**config.mk**
```make
export PLATFORM = sky130hd
export DESIGN_NAME = rsa_two_power_mod_arbiter
export DESIGN_NICKNAME = d
export VERILOG_FILES = /design/src/rtl/rsa_two_power_mod_arbiter.sv
export SDC_FILE = /design/constraint.sdc
export NUM_CORES = 1
export LEC_CHECK = 0
export CORE_AREA = 5 5 764 766
export CTS_CLUSTER_SIZE = 12
export DETAILED_ROUTE_END_ITERATION = 8
export DIE_AREA = 0 0 769 771
export GPL_ROUTABILITY_DRIVEN = 0
export PLACE_DENSITY = 0.3
export SLEW_MARGIN = 20
export SYNTH_ARGS = -nofsm -noshare
export SYNTH_HDL_FRONTEND = slang
export SYNTH_SLANG_ARGS = --single-unit
```
**constraint.sdc**
```tcl
create_clock -name clk -period 18.45 [get_ports clk]
set_input_delay 1.845 -clock clk [delete_from_list [all_inputs] [get_ports clk]]
set_output_delay 1.845 -clock clk [all_outputs]
set_load 0.1 [all_outputs]
```
**src/rtl/rsa_two_power_mod_arbiter.sv**
```systemverilog
// rtl/rsa_two_power_mod_arbiter.sv - round-robin sharing of one two-power-mod engine among NUM_REQ requesters
module rsa_two_power_mod_arbiter #(
  parameter int NUM_REQ   = 4,
  parameter int MOD_WIDTH = 256,
  parameter int INT_WIDTH = 32
) (
  input  logic                           clk,
  input  logic                           rst,
  input  logic [NUM_REQ-1:0]             req_valid,
  output logic [NUM_REQ-1:0]             req_ready,
  input  logic [NUM_REQ*INT_WIDTH-1:0]   req_power,
  input  logic [NUM_REQ*MOD_WIDTH-1:0]   req_modulus,
  output logic [NUM_REQ-1:0]             rsp_valid,
  input  logic [NUM_REQ-1:0]             rsp_ready,
  output logic [MOD_WIDTH-1:0]           rsp_result,
  output logic                           eng_i_valid,
  input  logic                           eng_i_ready,
  output logic [INT_WIDTH-1:0]           eng_i_power,
  output logic [MOD_WIDTH-1:0]           eng_i_modulus,
  input  logic                           eng_o_valid,
  output logic                           eng_o_ready,
  input  logic [MOD_WIDTH-1:0]           eng_o_result,
  output logic                           busy,
  output logic [15:0]                    done_count
);

  localparam int PW = (NUM_REQ > 1) ? $clog2(NUM_REQ) : 1;

  typedef enum logic [1:0] {IDLE, ISSUE, WAIT, RESP} state_t;

  state_t               state, state_nxt;
  logic [PW-1:0]        ptr, grant, win;
  logic                 win_found;
  logic [PW:0]          scan_idx;
  logic [INT_WIDTH-1:0] sel_power, power_q;
  logic [MOD_WIDTH-1:0] sel_modulus, modulus_q, result_q;
  logic                 rsp_done;

  // First valid requester in scan order ptr, ptr+1, ... wraps modulo NUM_REQ
  always_comb begin
    win       = ptr;
    win_found = 1'b0;
    scan_idx  = '0;
    for (int i = 0; i < NUM_REQ; i++) begin
      scan_idx = {1'b0, ptr} + (PW+1)'(i);
      if (scan_idx >= (PW+1)'(NUM_REQ))
        scan_idx = scan_idx - (PW+1)'(NUM_REQ);
      if (!win_found && req_valid[scan_idx[PW-1:0]]) begin
        win       = scan_idx[PW-1:0];
        win_found = 1'b1;
      end
    end
  end

  always_comb begin
    sel_power   = '0;
    sel_modulus = '0;
    for (int k = 0; k < NUM_REQ; k++) begin
      if (win == PW'(k)) begin
        sel_power   = req_power[k*INT_WIDTH +: INT_WIDTH];
        sel_modulus = req_modulus[k*MOD_WIDTH +: MOD_WIDTH];
      end
    end
  end

  assign rsp_done = rsp_ready[grant];

  always_ff @(posedge clk or posedge rst) begin
    if (rst) state <= IDLE;
    else     state <= state_nxt;
  end

  always_comb begin
    state_nxt = state;
    case (state)
      IDLE:    if (win_found)   state_nxt = ISSUE;
      ISSUE:   if (eng_i_ready) state_nxt = WAIT;
      WAIT:    if (eng_o_valid) state_nxt = RESP;
      RESP:    if (rsp_done)    state_nxt = IDLE;
      default:                  state_nxt = IDLE;
    endcase
  end

  // req_ready is gated by rst so every handshake output reads 0 while reset is held
  always_comb begin
    req_ready   = '0;
    rsp_valid   = '0;
    eng_i_valid = 1'b0;
    eng_o_ready = 1'b0;
    busy        = (state != IDLE);
    case (state)
      IDLE:    if (win_found && !rst) req_ready[win] = 1'b1;
      ISSUE:   eng_i_valid = 1'b1;
      WAIT:    eng_o_ready = 1'b1;
      RESP:    rsp_valid[grant] = 1'b1;
      default: ;
    endcase
  end

  always_ff @(posedge clk or posedge rst) begin
    if (rst) begin
      ptr        <= '0;
      grant      <= '0;
      power_q    <= '0;
      modulus_q  <= '0;
      result_q   <= '0;
      done_count <= '0;
    end else begin
      if (state == IDLE && win_found) begin
        grant     <= win;
        power_q   <= sel_power;
        modulus_q <= sel_modulus;
      end
      if (state == WAIT && eng_o_valid)
        result_q <= eng_o_result;
      if (state == RESP && rsp_done) begin
        ptr        <= (grant == PW'(NUM_REQ-1)) ? '0 : grant + 1'b1;
        done_count <= done_count + 16'd1;
      end
    end
  end

  assign eng_i_power   = power_q;
  assign eng_i_modulus = modulus_q;
  assign rsp_result    = result_q;

endmodule

```
# Word level (Yosys, flattened, before mapping)
# Index checks and enable logic that the tools add are counted.
# word_totals
register_bits,566
in_bits,1420
output_inout_bits,571
wordCells,101
# op_classes
addsub,9
n_lt_le_gt_ge,12
n_eq_ne,11
n_mux,45
n_reduce_logical,17
# op_table
op,count
$mux 256,4
$mux 32,4
$mux 2,13
$lt 2x3->1 const B,6
$add 16x1->16 const B,1
$mux 1,13
$mux 4,3
$bmux 1 s2,5
$eq 2x2->1 const B,5
$ge 3x3->1 const B,3
$logic_and 1x1->1,9
$ne 2x2->1 const B,4
$pmux 2 s4,1
$sub 2x1->2 const B,4
$add 2x2->3 const B,2
$demux 1 s2,2
$eq 2x1->1 const B,2
$ge 2x1->1 const B,2
$logic_not 1->1,4
$logic_not 2->1,2
$reduce_and 4->1,1
$add 2x1->3 const B,1
$ge 2x3->1 const B,1
$add 2x1->2 const B,1
$reduce_bool 2->1,1

# Depth between registers and ports, before layout
# Gate-level depths: netlist of run 1.
# logic_depth
word_depth,20
ltp_mapped,9
depth_no_buf,7

# Least setup slack after synthesis of run 1
# No wires, ideal clock.
# synth_timing
kind,input to output
startpoint,input port req_valid[3]
endpoint,output port req_ready[0]
arrival_ns,4.988
required_ns,16.605
path_slack_ns,11.617
stages,8
n_path_buf,4
path_cell_list,or2_1 > a21o_1 > and3_1 > buf_2 > buf_6 > buf_4 > buf_2 > nor3_1
# synth_between
elab_chain_cells,18
# synth_lines
item,line,rtl
start: declaration,9,"input logic [NUM_REQ-1:0] req_valid,"
$bmux 1 s2,48,if (!win_found && req_valid[scan_idx[PW-1:0]]) begin
$mux 1 (not written as such),48,
$mux 1,48,
$logic_not 1->1,48,
$logic_and 1x1->1,48,
$mux 1,48,
$logic_not 1->1,48,
$logic_and 1x1->1,48,
[... 2 more ...],n/a,
$logic_and 1x1->1,48,
$mux 2,48,
$lt 2x3->1 (not written as such) / $ge 2x1->1 (equally long branches),92,IDLE: if (win_found && !rst) req_ready[win] = 1'b1;
$logic_and 1x1->1 (not written as such),92,
$mux 1 (not written as such),92,
$demux 1 s2,92,
$mux 4 (*),92,
$mux 4 (*),91,case (state)
end: declaration,10,"output logic [NUM_REQ-1:0] req_ready,"
# Mark *: on every way between the ends. The rest lies on a longest branch, timed or not. The select of a mux whose other input is x is not followed.

# Final worst setup path of run 1
# layout_timing
startpoint,input port req_valid[2]
endpoint,output port req_ready[2]
# The elaborated chain is that of the path after synthesis.

==> run summary, run 1 <==
grt ovf: 0
wire per inst: 35.7 um
worst slew pin tran: 1280 ps
Cells after Synth: 2943
I/O Buffers: 1990
post-synthesis instance area: 30300 um^2
# hold bufs at CTS: 0
hold_sp: done_count[15]
DR vias: 36000
1st-pass router iterations: 7
Hold Path Cell Cnt: 1
Setup crit start: req_valid[2]
Setup violations, final: 0
initial antenna violation count: 473
RSZ-0062 raised after global routing: false
Syn Area/Cell: 10.3 um^2
worst-path maximum fanout: 49
PD cells: 222 nW/um^2
Layout area overhead: 104%
synth warn: 0
CP Launch Type: primary input
Final Hold Vio Count: 0
DIE HEIGHT: 771 um
CP cell instances: clkdlybuf4s50_1 -> nor2_1 -> a21o_4 -> and3_4 -> nor3_1 -> clkdlybuf4s50_1
crit path kind: primary input to output port
CP Capture Type: output port
H-tree levels: 3
final wirelength: 451000 um
cts repair resizes: 0
Tmin final: 7470 ps
Critical-path top delay cell: clkdlybuf4s50_1
Starting DRT DRC Count: 2089
Num CTS Buffers: 99
number of library cell types mapped by synthesis: 41
Total GRT Usage: 14.5%
Worst-path clk slew: 60 ps
final hold slack: 475 ps
relative slew slack: 14.8%
synthesized flop and latch total: 566
reg2reg start: state[0]
CTS tree: built
share of layout cells above drive strength 1: 15.6%
Storage cell area: 14200 um^2
setup slack, reg-to-reg: 13430 ps
# DRC: 0
Worst EP arrival: 5630 ps
Max-Cap Viols: 0
Critical Path Max Stage Delay: 1040 ps
fin. max-slew vios: 0
Req. time, crit path: 16600 ps
full die area: 593000 um^2
HPWL after detailed placement: 397000 um
CTS Buffer Depth: 4
Hold Path Class: register to register
CP most frequent cell: clkdlybuf4s50_1
IO Count: 1991
Post-synth EDFFs: 0
DRT antenna net count: 0
final instance area: 61900 um^2
final core occ: 10.7%
fin nets: 6249
first-pass GRT wire length: 538000 um
Clock Sinks: 566
vias in the first global route: 37300
Multi-input gate area: 13800 um^2
Async S/R FF share, synth: 100%
Primary FF master, synth: dfrtp_1
fillers: 66200
via/cell ratio: 2.85
Static Leakage: 22.4 nW
core area: 576000 um^2
worst skew pair latency: 880 ps
Initial Utilization: 5.26%
Cell Area, Placed: 58300 um^2
# Post-CTS Setup Buffers: 0
syn_nets: 4372
status: complete, no violations
TNS Setup: 0 ps
pin count of the biggest net entering global routing: 127
row count: 279
period utilization: 40.5%
Layout Skew: 42.3 ps
Reg2Reg Depth: 8
CTS root buf: clkbuf_16
FMAX: 134 MHz
sequential area share after synthesis: 46.8%
Die Width: 769 um
Max VDD drop: 0.000161 V
critical path: cells and delay by family:
kind,cells,cell delay [ps]
buf+inv,2,1680
simple gates,3,1400
compound gates,1,630
placed cells by master (no fill, tap or decap), types with 11 or more instances in the layout:
| cell type | netlist | routed |
|---|---|---|
| buf_2 | 68 | 67 |
| a31oi_1 | 288 | 286 |
| clkbuf_1 | 178 | 25 |
| mux2i_1 | 288 | 284 |
| a211oi_1 | 576 | 574 |
| buf_12 | 0 | 12 |
| nor2_1 | 293 | 293 |
| buf_4 | 3 | 258 |
| nand2_1 | 12 | 11 |
| inv_1 | 299 | 298 |
| clkbuf_8 | 0 | 13 |
| mux2_2 | 256 | 256 |
| clkbuf_16 | 0 | 99 |
| xnor2_1 | 12 | 12 |
| clkdlybuf4s50_1 | 0 | 1722 |
| diode_2 | 0 | 138 |
| dfrtp_1 | 566 | 566 |
| clkinv_2 | 0 | 12 |
logic make-up after synthesis:
kind of cell               count (synthesis)  share of synthesized area [%]
AOI/OAI and AO/OA                        878                           20.5
buffers and inverters                    584                           8.08
DFF                                      566                           46.8
muxes                                    545                           19.1
and+or+nand+nor                          346                           4.70
xor gates and xnor gates                  15                          0.434
adders and majority gates                  9                          0.372
metal layers:
metal / global-route usage [%] / up-vias / part of all wire [%]
li1: - / 14700 / -
met1: 14.7 / 17700 / 34
met2: 25.2 / 2352 / 48
met3: 8.31 / 915 / 13
met4: 4.69 / 242 / 4.0
met5: 0 / - / 0.35
power breakdown:
part / internal [mW] / total [mW] / switching (mW)
Combinational: 2.03 / 9.46 / 7.43
Clock: 1.13 / 1.95 / 0.813
Sequential: 1.87 / 2.32 / 0.449
Total: 5.03 / 13.7 / 8.69
layout make-up:
cell class / instances / area share [%]
repair buffers: 2061 / 32.0
flip-flops and latches: 566 / 22.9
multi-input cells: 1793 / 22.3
well taps: 7587 / 15.3
clock buffers: 137 / 4.45
inverters: 299 / 1.83
clock inverters: 33 / 0.676
diodes: 138 / 0.558
registers in the layout (all words and copies together) (netlist names):
signal	flops
ptr	2
done_count	16
eng_i_power	32
grant	2
rsp_result	256
state	2
eng_i_modulus	256
through the flow:
step	total power [mW]	worst slack (ps)	instances
after global placement	12.0	10690	12300
after floorplan	8.38	774	2943
after detailed placement	12.0	10720	12300
after CTS	14.1	10710	12500
final	13.7	10980	12600
after global routing	14.3	10710	12500
synth_stat cells, types with 2 or more instances:
cell type    n  area, um^2
a211oi_1   576        4320
a21oi_1      2        10.0
a31oi_1    288        1800
and2_1       6        37.5
and3_1       4        25.0
buf_1       10        37.5
buf_2       68         340
buf_4        3        22.5
buf_6       16         180
clkbuf_1   178         668
clkbuf_4    10        75.1
dfrtp_1    566       14200
ha_1         9         113
inv_1      299        1120
mux2_2     256        2880
mux2i_1    288        2880
nand2_1     12        45.0
nand3_1      6        30.0
nand4_1      5        31.3
nor2_1     293        1100
nor2b_1      3        18.8
nor3_1       8        40.0
o21ai_0      4        20.0
o21ai_1      3        15.0
xnor2_1     12         105
xor2_1       3        26.3
path summary, 6_finish.rpt:
check | to
max in group asynchronous | eng_i_power[4]
setup reg to reg | rsp_result[88]
hold reg to reg | done_count[15]
setup / recovery | req_ready[2]
min in group asynchronous | rsp_result[89]
hold / removal | done_count[15]
(Power assumes the default switching activity.)
==> run 2, diff against run 1 <==
CORE_AREA = 5 5 765 767   (was 5 5 764 766)
DIE_AREA = 0 0 770 772   (was 0 0 769 771)
clock period = 6.9 ns   (was 18.45 ns; I/O delays follow)
==> run summary, run 2 (synthesis gave the netlist of run 1 again) <==
CTS Buffer Depth: 4
# DRC: 0
PD cells: 588 nW/um^2
# hold bufs at CTS: 0
DRT antenna net count: 0
CP Launch Type: register
Initial Utilization: 5.25%
Max VDD drop: 0.000284 V
share of layout cells above drive strength 1: 15.4%
wire per inst: 34.6 um
commonest non-fill, non-tap cell in the layout: clkdlybuf4s50_1
Final Hold Vio Count: 0
CP Capture Type: output port
TNS Setup: 0 ps
CP cell instances: inv_1 -> ha_1 -> inv_1 -> a21oi_4 -> o21ai_4 -> nor3_1 -> clkdlybuf4s50_1
Max-Cap Viols: 0
# Post-CTS Setup Buffers: 0
Top delay family on crit path: buffers and inverters
Tmin final: 4700 ps
total power: 36.5 mW
final wirelength: 440000 um
worst-path maximum fanout: 15
core area: 577000 um^2
fin nets: 6248
fillers: 66500
Layout area overhead: 105%
I/O Buffers: 1990
Buf/Inv on CP: 3
via/cell ratio: 2.83
Multi-input gate area: 13800 um^2
IO Count: 1991
row count: 279
Total GRT Usage: 14.1%
Die Width: 770 um
CTS root buf: clkbuf_16
Critical Path Max Stage Delay: 1220 ps
Num CTS Buffers: 95
pin count of the biggest net entering global routing: 119
Critical-path top delay cell: clkdlybuf4s50_1
Worst-path clk slew: 60 ps
crit path kind: register to output port
CTS tree: built
final hold slack: 442 ps
H-tree levels: 3
worst slew pin tran: 1190 ps
DIE HEIGHT: 772 um
cts repair resizes: 0
vias in the first global route: 37100
Clock Sinks: 566
fin. max-slew vios: 0
full die area: 594000 um^2
Layout Skew: 82.7 ps
commonest non-fill, non-tap cells in the layout: clkdlybuf4s50_1, a211oi_1, dfrtp_1
status: complete, no violations
first-pass GRT wire length: 526000 um
period utilization: 68.1%
initial antenna violation count: 444
CP most frequent cell: inv_1
RSZ-0062 raised after global routing: false
DR vias: 36000
Hold Path Class: primary input to register
Setup violations, final: 0
final instance area: 62100 um^2
relative slew slack: 20.7%
FMAX: 213 MHz
Worst EP arrival: 4010 ps
worst skew pair latency: 860 ps
grt ovf: 0
Req. time, crit path: 6210 ps
Static Leakage: 22.4 nW
Storage cell area: 14200 um^2
Starting DRT DRC Count: 2243
HPWL after detailed placement: 388000 um
Cell Area, Placed: 58700 um^2
1st-pass router iterations: 5
## run 2: cell types whose count changed in the layout (fill, tap and decap cells not counted), sizes merged
cell,before,now
clkdlybuf4s50,1722,1730
diode,138,122
clkbuf,137,136
bufinv,7,6
buf,339,331
inv,303,300
clkinv,19,18
clkinvlp,3,5
## run 2: metal layers
metal,share of wire [%],track usage (%),vias to the layer above
met5,0.30,0,-
met4,3.4,3.61,206
met3,13,7.87,859
met2,47,24.1,2402
met1,36,15.1,17900
li1,-,-,14700
## run 2: layout make-up
class,count,area share [%]
antenna,122,0.492
clock buffer,133,4.33
clock inverter,30,0.617
inverter,299,1.81
multi-input combinational,1793,22.2
sequential,566,22.8
tap,7727,15.6
timing repair buffer,2064,32.1
## run 2: power by group
group | internal, mW | leakage (nW) | switching (mW)
Clock | 2.93 | 1.50 | 2.06
Sequential | 4.99 | 6.45 | 1.13
Combinational | 5.45 | 14.5 | 19.9
Total | 13.4 | 22.4 | 23.1
## run 2: path summary, 6_finish.rpt
| check | start | to | slack [ps] | cells after the start |
|---|---|---|---|---|
| max | state[1] | req_ready[2] | 2200 | 7 |
| max reg2reg | ptr[0] | eng_i_modulus[188] | 2810 | 7 |
| max in group asynchronous | rst | eng_i_modulus[165] | 4620 | 4 |
| min | eng_o_result[102] | rsp_result[102] | 440 | 2 |
| min reg2reg | done_count[15] | done_count[15] | 480 | 1 |
| min in group asynchronous | rst | rsp_result[112] | 510 | 2 |
## run 2: through the flow
step / util (%) / instances / setup WS (ps)
finish: 10.8 / 12700 / 2200
CTS: 10.7 / 12600 / 2110
floorplan: - / 2943 / -1500
global route: 10.7 / 12600 / 2040
detailed placement: 10.2 / 12400 / 2010
global placement: 10.2 / 12400 / 1730
==> variant, RTL diff (settings of run 1) <==
Put one more register stage on the output `done_count`, with the module's reset. The value now appears one clock later. The other outputs are not delayed to match.
--- a/src/rtl/rsa_two_power_mod_arbiter.sv
+++ b/src/rtl/rsa_two_power_mod_arbiter.sv
@@ -27,6 +27,8 @@
   localparam int PW = (NUM_REQ > 1) ? $clog2(NUM_REQ) : 1;
 
   typedef enum logic [1:0] {IDLE, ISSUE, WAIT, RESP} state_t;
+
+  logic [15:0] done_count_s0;
 
   state_t               state, state_nxt;
   logic [PW-1:0]        ptr, grant, win;
@@ -104,7 +106,7 @@
       power_q    <= '0;
       modulus_q  <= '0;
       result_q   <= '0;
-      done_count <= '0;
+      done_count_s0 <= '0;
     end else begin
       if (state == IDLE && win_found) begin
         grant     <= win;
@@ -115,7 +117,7 @@
         result_q <= eng_o_result;
       if (state == RESP && rsp_done) begin
         ptr        <= (grant == PW'(NUM_REQ-1)) ? '0 : grant + 1'b1;
-        done_count <= done_count + 16'd1;
+        done_count_s0 <= done_count_s0 + 16'd1;
       end
     end
   end
@@ -124,5 +126,13 @@
   assign eng_i_modulus = modulus_q;
   assign rsp_result    = result_q;
 
+  always_ff @(posedge clk or posedge rst) begin
+    if (rst) begin
+      done_count <= '0;
+    end else begin
+      done_count <= done_count_s0;
+    end
+  end
+
 endmodule
 
Behaviour: same outputs for any inputs over 4 cycles, from zero or initial values and one cycle with rst high; that may be too few to reach the edited logic, so the function may still have changed.
==> variant against run 1 <==
- sequential cell count rose by 16
- final cell count fell by 2.3%
- synthesized area fell by 0.50%
- first-iteration DRC count rose by 2.2%
- setup slack got worse by 0.21 ns
- final area rose by 0.18%
- count of clock-buffer cells in the layout fell by 10
- routed wire length fell by 1.2%
- core utilization barely moved
- power rose by 2.4%
- critical endpoint is now req_ready[0]
- highest routed layer unchanged
==> variant: results (changes against run 1) <==
Startpoint of the worst register-to-register path = state[0]$_DFFE_PP0P_
Routed WL = 446000 um (-1.2%)
Final setup violation count = 0 (unchanged)
Signal arrival time at the worst endpoint = 5.84 ns (+0.21 ns)
Syn Nets = 4097 (-6.3%)
HPWL reported at the end of detailed placement = 393000 um (-1.0%)
Cell depth of the worst min-delay path = 0 (-1)
Post-synthesis cell type count = 42 (+2.4%)
End of the worst register-to-register path = eng_i_modulus[173]$_DFFE_PP0P_
Hold Path Sink = done_count[8]$_DFF_PP0_
Hold Path Origin = done_count_s0[8]$_DFFE_PP0P_
Leading post-synthesis cells by cell area = sky130_fd_sc_hd__dfrtp_1 48%, sky130_fd_sc_hd__a211oi_1 11%, sky130_fd_sc_hd__mux2_2 9.7%, sky130_fd_sc_hd__mux2i_1 7.4%, sky130_fd_sc_hd__o31a_1 6.4%
Synth warnings = 0 (unchanged)
Later-pin clock latency in the skew report = 0.88 ns (about the same)
Fill cell total of the finished layout = 65910 (-0.51%)
Leakage dissipation = 21.5 nW (-4.2%)
Final setup skew = 0.0638 ns (+0.0215 ns)
Fraction of post-synthesis cell area in the top cell type by area = 0.483 (+0.0156)
Clock slew at reported path FFs = 0.06 ns (about the same)
Longest Clk Path Bufs = 4 (unchanged)
Vias in the first global route = 36294 (-2.7%)
Quantity of I/O buffers inserted on ports = 1990 (unchanged)
CP peak stage delay = 1.20 ns (+0.16 ns)
Worst reg-to-reg path cell count = 11 (+3)
Slowest-stage cell, CP = sky130_fd_sc_hd__clkdlybuf4s50_1
Post-CTS setup buffers = 0 (unchanged)
Class of the tightest hold or removal check = flip-flop to flip-flop
Minimum hold slack = 0.405 ns (-0.0704 ns)
Number of buffers added by the clock tree synthesis step = 97 (-2.0%)
First DRT Iteration DRCs = 2136 (+2.2%)
Max_slew headroom = 0.137 (-0.0114)
Root Driver = sky130_fd_sc_hd__clkbuf_16
Iteration count of the initial detailed-routing pass = 5 (-2)
Dominant register cell in the synthesized netlist = sky130_fd_sc_hd__dfrtp_1
Fraction of final layout cells sized beyond drive strength 1 = 0.168 (+0.0123)
Final ANT Viol Nets = 0 (unchanged)
Total number of nets in the final design = 5980 (-4.3%)
Share of synthesized flip-flops with an asynchronous set or reset = 1.00 (unchanged)
Pin count of the biggest net entering global routing = 126 (-0.79%)
Result of the run = complete, no violations
Internal reg-to-reg setup slack = 12.69 ns (-0.74 ns)
Top cells by count, synth = 582 x sky130_fd_sc_hd__dfrtp_1, 444 x sky130_fd_sc_hd__a211oi_1, 259 x sky130_fd_sc_hd__mux2_2
Routed vias = 35062 (-2.6%)
Worst IR Drop VDD = 0.158 mV (-1.5%)
Worst Path Max Fanout = 22 (-55%)
Resize count post-CTS = 0 (unchanged)
H-tree depth = 3 (unchanged)
Wire length of the first global-routing pass = 530000 um (-1.6%)
Overall global routing resource usage = 0.144 (-0.00181)
Register area share after synthesis = 0.483 (+0.0156)
Antenna violations before repair = 441 (-6.8%)
## variant: logic make-up after synthesis
kind of cell	synth area share
DFF	0.483
and+or+nand+nor	0.0488
AOI/OAI and AO/OA	0.222
adders and majority gates	0.00374
buffers and inverters	0.0416
muxes	0.196
xor gates and xnor gates	0.00436
## variant: through the flow
stage / area, um2 / setup slack [ns] / utilization / instances
2_1_floorplan: 30100 / 0.320 / - / 2668
3_3_place_gp: 58400 / 10.67 / 0.102 / 12037
3_5_place_dp: 58400 / 10.71 / 0.102 / 12038
4_1_cts: 61700 / 10.70 / 0.107 / 12205
5_1_grt: 61800 / 10.62 / 0.107 / 12249
6_report: 62000 / 10.76 / 0.108 / 12321
## variant: area by class of cell
type / count / area [um2] / area share
flip-flops and latches: 582 / 14600 / 0.235
clock buffers: 127 / 2670 / 0.0431
well taps: 7587 / 9490 / 0.153
inverters: 9 / 41.3 / 0.000666
clock inverters: 40 / 538 / 0.00868
repair buffers: 2067 / 19900 / 0.321
diodes: 115 / 288 / 0.00464
multi-input cells: 1794 / 14500 / 0.234
## variant: worst max-delay path, delay by kind of cell
kind,cells,cell delay [ns]
buffers and inverters,2,1.90
and+or+nand+nor,3,1.13
AOI/OAI and AO/OA,1,0.88
## variant: worst max-delay path by stage
stage,start,end,slack (ns),cells past startpoint
3_5_place_dp,req_valid[0],req_ready[0],10.71,6
5_1_grt,req_valid[0],req_ready[0],10.62,6
3_3_place_gp,req_valid[0],req_ready[0],10.67,6
2_1_floorplan,rst,done_count[0]$_DFF_PP0_,0.32,1
4_1_cts,req_valid[0],req_ready[0],10.70,6
6_report,req_valid[0],req_ready[0],10.76,6
## variant: power by group
group          switching, mW  total, mW  leakage [nW]  internal [mW]
logic                   7.65       9.76          13.1           2.11
clock network          0.805       1.97          1.56           1.17
registers              0.412       2.33          6.79           1.91
## variant: routing by layer
layer  track usage  share of wire
met4        0.0505          0.046
met3        0.0959           0.15
met5             0         0.0037
met2         0.228           0.44
met1         0.151           0.36
